## src/rtl/ntt_stage_ctrl.sv

```systemverilog
`timescale 1ns/1ps
`default_nettype none
// ============================================================================
// Module   : ntt_stage_ctrl
// Brief    : Sequencer for a D-lane iterative NTT butterfly datapath: load,
//            L butterfly stages, then hold the result until consumed.
// Revision : 1.0 - initial release
// ============================================================================
module ntt_stage_ctrl #(
  parameter  int N  = 17,
  parameter  int D  = 8,
  localparam int L  = $clog2(D),
  localparam int SW = ($clog2(L) < 1) ? 1 : $clog2(L)
) (
  input  logic            clk,
  input  logic            rst,
  input  logic            in_valid,
  output logic            in_ready,
  output logic            out_valid,
  input  logic            out_ready,
  output logic            load,
  output logic            reg_en,
  output logic [SW-1:0]   stage,
  output logic [D-1:0]    sub,
  output logic [D*N-1:0]  psi_addr,
  output logic            busy
);

  localparam logic [1:0] S_IDLE  = 2'd0;
  localparam logic [1:0] S_LOAD  = 2'd1;
  localparam logic [1:0] S_STAGE = 2'd2;
  localparam logic [1:0] S_OUT   = 2'd3;

  localparam logic [SW-1:0] c_last_stage = SW'(L - 1);

  logic [1:0]    r_state;
  logic [1:0]    w_state_nxt;
  logic [SW-1:0] r_stage;
  logic [SW-1:0] w_stage_nxt;

  always_ff @(posedge clk or posedge rst) begin
    if (rst) begin
      r_state <= S_IDLE;
      r_stage <= '0;
    end else begin
      r_state <= w_state_nxt;
      r_stage <= w_stage_nxt;
    end
  end

  // The stage counter only moves inside STAGE and is parked at 0 elsewhere.
  always_comb begin
    w_state_nxt = r_state;
    w_stage_nxt = r_stage;
    case (r_state)
      S_IDLE: begin
        if (in_valid) w_state_nxt = S_LOAD;
      end
      S_LOAD: begin
        w_state_nxt = S_STAGE;
        w_stage_nxt = '0;
      end
      S_STAGE: begin
        if (r_stage == c_last_stage) begin
          w_state_nxt = S_OUT;
          w_stage_nxt = '0;
        end else begin
          w_stage_nxt = r_stage + SW'(1);
        end
      end
      S_OUT: begin
        if (out_ready) w_state_nxt = S_IDLE;
      end
      default: begin
        w_state_nxt = S_IDLE;
        w_stage_nxt = '0;
      end
    endcase
  end

  // Gated by rst so every handshake output is low while reset is held.
  always_comb begin
    in_ready  = 1'b0;
    load      = 1'b0;
    reg_en    = 1'b0;
    out_valid = 1'b0;
    busy      = 1'b0;
    if (!rst) begin
      case (r_state)
        S_IDLE:  in_ready  = 1'b1;
        S_LOAD:  begin load   = 1'b1; busy = 1'b1; end
        S_STAGE: begin reg_en = 1'b1; busy = 1'b1; end
        S_OUT:   out_valid = 1'b1;
        default: in_ready  = 1'b0;
      endcase
    end
  end

  assign stage = r_stage;

  // Lane i at stage j: sub = bit (L-j-1) of i, twiddle = (i >> (L-j)) + 2^j.
  for (genvar i = 0; i < D; i++) begin : g_lane
    localparam logic [31:0] c_lane = 32'(i);
    logic          w_sub;
    logic [N-1:0]  w_psi;

    always_comb begin
      w_sub = 1'b0;
      w_psi = '0;
      for (int j = 0; j < L; j++) begin
        if (r_stage == SW'(j)) begin
          w_sub = c_lane[L-j-1];
          w_psi = N'(c_lane >> (L - j)) + (N'(1) << j);
        end
      end
    end

    assign sub[i]             = w_sub;
    assign psi_addr[N*i +: N] = w_psi;
  end

endmodule
`default_nettype wire
```

## config.mk

```make
export PLATFORM = sky130hd
export DESIGN_NAME = ntt_stage_ctrl
export DESIGN_NICKNAME = d
export VERILOG_FILES = /design/src/rtl/ntt_stage_ctrl.sv
export SDC_FILE = /design/constraint.sdc
export NUM_CORES = 1
export LEC_CHECK = 0
export ABC_CLOCK_PERIOD_IN_PS = 4400
export BUFFER_PORTS_ARGS = -buffer_cell sky130_fd_sc_hd__buf_2
export CAP_MARGIN = 10
export CORE_ASPECT_RATIO = 0.6
export CORE_MARGIN = 5
export CORE_UTILIZATION = 38
export CTS_CLUSTER_SIZE = 20
export DETAILED_ROUTE_END_ITERATION = 6
export GPL_ROUTABILITY_DRIVEN = 0
export PLACE_DENSITY = 0.94
export RECOVER_POWER = 25
export SLEW_MARGIN = 20
export SYNTH_ARGS = -nofsm -noshare
export SYNTH_HDL_FRONTEND = slang
export SYNTH_SLANG_ARGS = --single-unit
```

## constraint.sdc

```tcl
create_clock -name clk -period 4.4 [get_ports clk]
set_input_delay 0.88 -clock clk [delete_from_list [all_inputs] [get_ports clk]]
set_output_delay 0.88 -clock clk [all_outputs]
set_load 0.01 [all_outputs]
```

==> results of run 1 <==
## registers in the layout, indices dropped and copies added (netlist names)
name	flops
r_state	2
stage	2
## power by group
part	leakage (nW)	switching, W	internal (W)
sequential	0.0504	0.0000175	0.0000546
clock	0.0216	0.0000197	0.0000584
combinational	0.675	0.000283	0.000167
total	0.747	0.000320	0.000280
## final timing paths
| check | startpoint | end | slack (ns) | cells after the start |
|---|---|---|---|---|
| setup / recovery | stage[0] | psi_addr[34] | 2.04 | 4 |
| hold / removal | r_state[1] | r_state[1] | 0.55 | 1 |
| setup reg to reg | stage[0] | r_state[1] | 2.43 | 5 |
| hold reg to reg | r_state[1] | r_state[1] | 0.55 | 1 |
| max in group asynchronous | rst | r_state[0] | 3.63 | 2 |
| min in group asynchronous | rst | stage[1] | 0.63 | 2 |
## cell usage in the layout, fill, tap and decap left out, drive strengths merged
cell type / n
a222oi: 1
buf: 35
clkbuf: 9
conb: 113
dfrtp: 4
ha: 10
inv: 9
mux2: 1
mux2i: 1
nand3: 2
nor2: 3
nor2b: 5
o21ai: 2
or2: 1
## cells by family (layout without fill, tap and decap cells)
family	after synthesis	in the layout	synth area share [%]
flip-flops	4	4	6.93
adder cells (fa/ha/maj)	10	10	8.67
multiplexers	2	2	1.47
buffers and inverters	153	53	77.2
AO/OA/AOI/OAI	3	3	1.39
other	1	113	0.260
AND/OR/NAND/NOR	11	11	4.07
## final cells by class
cell class,count,area [sq um]
Sequential cell,4,100
Inverter,9,33.8
Multi-Input combinational cell,139,649
Fill cell,394,2580
Tap cell,47,58.8
Timing Repair Buffer,41,198
Clock buffer,3,41.3
## stage by stage
stage / util [%] / total power, W / setup WS (ns) / area [sq um]
global placement: 28.6 / 0.000515 / 2.26 / 1050
CTS: 29.8 / 0.000608 / 2.01 / 1090
global route: 29.5 / 0.000661 / 1.90 / 1080
finish: 29.5 / 0.000600 / 2.04 / 1080
detailed placement: 28.6 / 0.000529 / 2.23 / 1050
floorplan: - / 0.000594 / 2.27 / 1860
## metal layers
layer | vias to the layer above | GRT usage (%) | routed length [microns]
li1 | 323 | - | -
met1 | 317 | 6.30 | 562
met2 | 56 | 12.0 | 1260
met3 | 4 | 0.426 | 265
met4 | 0 | 4.88 | 38
met5 | - | 0 | 0
==> results.md, run 1 <==
* Worst-skew pair later-pin latency at roughly 0.22 ns
* Initial antenna violation count at 0
* DRC errors left at 0
* Peak supply drop at ~0.26 mV
* CP required at between 3 and 4 ns
* Clk pin slew, worst setup/hold paths at approximately 0.03 ns
* Asr flop ratio synth at 100%
* Unique masters post-synth at 13
* Sum of buffers and inverters on the critical path at 2
* Initial core utilization at between 30% and 40%
* Lkg Pwr at around 0.75 nW
* Number of global-route vias before repair at about 580
* Hold slack at approximately 0.55 ns
* Worst-margin pin slew at slightly above 0.5 ns
* Post-Syn Area at 1440 sq um
* CP startpoint kind: flop
* Sequential share of the synthesized area at 6.93%
* WL final at between 2000 and 2500 microns
* Drt via density at ~2.9
* Max stage delay on crit path at approximately 0.41 ns
* Layout cells sized above 1 at approximately a fifth
* Clock tree root buffer cell: clkbuf_8
* Post-route ant nets at 0
* Clock buffer depth at 2
* Setup violations, final at 0
* Nets@finish at between 200 and 250
* Max-slew violations at 0
* Count leader, synth: buf_4
* Number of flops mapped to enable cells by yosys at 0
* DRT iter0 DRCs at 26
* Setup_tns at 0 ns
* Arrival @ worst endpoint at 1.48 ns
* Port bufs at between 40 and 50
* Worst hold path type: reg2reg
* Period minus WS final at around 2.4 ns
* Detailed Routing Iterations Pass 1 at 4
* Area growth syn-to-layout at -25.1%
* Hold-fix buffers, CTS at 0
* Chip Width at ~90 microns
* Outcome: finished, final reports clean
* Cell family with most CP delay: flip-flops
* Post-synth top cells: 144 x buf_4, 10 x ha_1, 9 x inv_1
* Kind of critical path: reg2out
* Dominant cells by area after synthesis: buf_4 75%, ha_1 8.7%, dfrtp_1 6.9%
* Die Y at 57.7 microns
* Tot GR Track Use at about 6.3%
* TritonCTS clock tree: done
* Largest fanout on the critical path at 12
* Post-Place Cells at 240
* RSZ-0062 raised after global routing: no
* Max-Cap Viols at 0
* Num ports at 155
* Post-synth top area share at approximately three quarters
* First-pass GRT wire length at about 2600 microns
* # diodes at 0
* Final hold vios at 0
* Mapped Cells at around 180
* Final clock skew at between 0.0008 and 0.0009 ns
* Core Box Area at approximately 3700 sq um
* Critical path cell sequence: inv_1 -> ha_1 -> or2_1 -> buf_2
* Ys flop type: dfrtp_1
* Warnings, synthesis at 0
* Largest net degree at the start of global routing at 13
* CTS H-tree lvls at 1
* DR vias at 700
* Final Non-Filler Cells at 243
* Post-DR wirelength/cell at around 8.8 microns
* Mapped Avg Cell Area at 7.85 sq um
* Dpl hpwl at around 2000 microns
* Clock sink count at 4
* Total CTS buffers at 3
* Synthesis-stage register bit count at 4
* Post-CTS sizing at 0
* Fmax at approximately 420 MHz
* Die ar. at 5170 sq um
* Crit share post-route at 53.7%
* Grt ovf at 0
* Cell Pwr Density at 555 nW/um^2
* Max stage delay cell, worst path: dfrtp_1
* Max-slew headroom at 66.4%
* Row count at 17
* Post-CTS setup buffers at 0
* Critical path endpoint category: primary output
* Leading area contributor after synthesis: buf_4
No activity file was read; power rests on OpenSTA's default activity.
==> run 2, diff against run 1 <==
--- a/config.mk
+++ b/config.mk
@@ -5,16 +5,16 @@
 export SDC_FILE = /design/constraint.sdc
 export NUM_CORES = 1
 export LEC_CHECK = 0
-export ABC_CLOCK_PERIOD_IN_PS = 4400
+export ABC_CLOCK_PERIOD_IN_PS = 2000
 export BUFFER_PORTS_ARGS = -buffer_cell sky130_fd_sc_hd__buf_2
 export CAP_MARGIN = 10
 export CORE_ASPECT_RATIO = 0.6
 export CORE_MARGIN = 5
-export CORE_UTILIZATION = 38
+export CORE_UTILIZATION = 32
 export CTS_CLUSTER_SIZE = 20
 export DETAILED_ROUTE_END_ITERATION = 6
 export GPL_ROUTABILITY_DRIVEN = 0
-export PLACE_DENSITY = 0.94
+export PLACE_DENSITY = 0.85
 export RECOVER_POWER = 25
 export SLEW_MARGIN = 20
 export SYNTH_ARGS = -nofsm -noshare
==> constraint.sdc (replaced) <==
create_clock -name clk -period 2 [get_ports clk]
set_input_delay 0.4 -clock clk [delete_from_list [all_inputs] [get_ports clk]]
set_output_delay 0.4 -clock clk [all_outputs]
set_load 0.01 [all_outputs]
==> run 2 against run 1 <==
Against the previous run:
- final cell count increased by 5.8%
- critical endpoint unchanged
- non-clock buffer count increased by 1
- combinational power increased by 120%
- clock-buffer cell count unchanged
- register-to-register slack got worse by 2.2 ns
- critical path depth increased by 1
- largest power group unchanged
- final area increased by 2.2%
==> results.md, run 2 (same netlist as run 1, synthesis figures left out) <==
* Max stage delay on crit path at 0.40 ns
* Initial core utilization at between 30% and 40%
* Largest net degree at the start of global routing at 12
* Detailed Routing Iterations Pass 1 at 4
* CP startpoint kind: flop
* Final hold vios at 0
* Clock sink count at 4
* Max-slew violations at 0
* Initial antenna violation count at 0
* Reg2reg start: r_state[0]
* DR vias at slightly below 700
* RSZ-0062 raised after global routing: no
* Tot GR Track Use at 5.64%
* Setup_tns at 0 ns
* CP required at between 1.5 and 2 ns
* Hold-fix buffers, CTS at 0
* WL final at around 2400 microns
* Worst-margin pin slew at 0.507 ns
* Sum of buffers and inverters on the critical path at 3
* Commonest non-fill, non-tap cell in the layout: conb_1
* Clk pin slew, worst setup/hold paths at roughly 0.030 ns
* Final clock skew at 0.00390 ns
* First-pass GRT wire length at roughly 2600 microns
* Layout cells sized above 1 at 19.8%
* Clock buffer depth at 2
* Worst hold path type: in2async
* Setup violations, final at 0
* Most frequent cells in the layout: 113 x conb_1, 35 x buf_2, 10 x ha_1
* Post-DR wirelength/cell at ~9 microns
* Port bufs at 41
* Post-Place Cells at 254
* Cell Pwr Density at ~1200 nW/um^2
* Dpl hpwl at 2170 microns
* Die ar. at about 6000 sq um
* Post-route ant nets at 0
* Fmax at 526 MHz
* Total CTS buffers at 3
* Outcome: finished, final reports clean
* Max-Cap Viols at 0
* Period minus WS final at about 1.9 ns
* DRT iter0 DRCs at 9
* TritonCTS clock tree: done
* Largest fanout on the critical path at 11
* Cell family with most CP delay: buffers and inverters
* Crit share post-route at between 90% and 100%
* Chip Width at slightly below 100 microns
* Post-CTS sizing at 0
* Area growth syn-to-layout at -23.5%
* Row count at 18
* Clock tree root buffer cell: clkbuf_8
* Filler Cell Count at 486
* Worst Setup SP: stage[0]
* Lkg Pwr at between 0.7 and 0.8 nW
* Max stage delay cell, worst path: dfrtp_1
* Num ports at between 150 and 200
* Final Util at roughly a quarter
* # diodes at 0
* Nets@finish at ~210
* Arrival @ worst endpoint at around 1.5 ns
* Max-slew headroom at 66.2%
* Critical path cell sequence: inv_1 -> ha_1 -> buf_4 -> or2_1 -> buf_2
* Peak supply drop at roughly 0.27 mV
* DRC errors left at 0
* Post-CTS setup buffers at 0
* Worst-skew pair later-pin latency at between 0.2 and 0.25 ns
* Number of global-route vias before repair at between 500 and 600
* Grt ovf at 0
* Final Non-Filler Cells at 257
* Core Box Area at ~4200 sq um
* CTS H-tree lvls at 1
* Hold slack at between 0.1 and 0.15 ns
* Die Y at slightly above 60 microns
* Drt via density at 2.71
* Kind of critical path: reg2out
* Critical path endpoint category: primary output
## run 2: metrics by stage
step	instance area (sq um)	setup WS [ns]	power, W
after floorplan	1860	0.152	0.00131
after global placement	1070	0.371	0.00116
after detailed placement	1070	0.246	0.00119
after CTS	1110	0.0747	0.00137
after global routing	1100	0.00884	0.00147
final	1100	0.0994	0.00134
## run 2: worst reg2reg max path: cells and delay by family, from the launching register on
family / cells / cell delay (ns)
AOI/OAI and AO/OA: 1 / 0.52
adders and majority gates: 1 / 0.27
buffers and inverters: 1 / 0.11
muxes: 1 / 0.38
DFF: 1 / 0.37
## run 2: final timing paths
path	slack (ns)	depth (start not counted)	endpoint
worst max-delay path	0.1	5	psi_addr[34]
worst min-delay path	0.14	2	stage[0]
worst max register to register	0.23	4	r_state[1]
worst min register to register	0.57	1	r_state[1]
max in group asynchronous	1.70	2	stage[1]
min in group clk	0.57	1	r_state[1]
## run 2: power breakdown
| group | internal (W) | switching, W |
|---|---|---|
| logic | 0.000375 | 0.000639 |
| clock network | 0.000128 | 0.0000412 |
| registers | 0.000120 | 0.0000375 |
## run 2: cell type report
cell class | count | area, sq um | area share, %
timing repair buffer | 42 | 205 | 18.6
inverter | 9 | 33.8 | 3.06
clock buffer | 3 | 41.3 | 3.74
sequential | 4 | 100 | 9.06
multi-input combinational | 139 | 649 | 58.8
tap | 60 | 75.1 | 6.80
## run 2: per-layer routing
layer,share of wire (%),vias to the layer above,global-route usage [%]
met2,62,51,11.2
met4,0.60,0,3.60
met5,0,-,0
li1,-,324,-
met3,12,2,2.56
met1,25,319,4.89
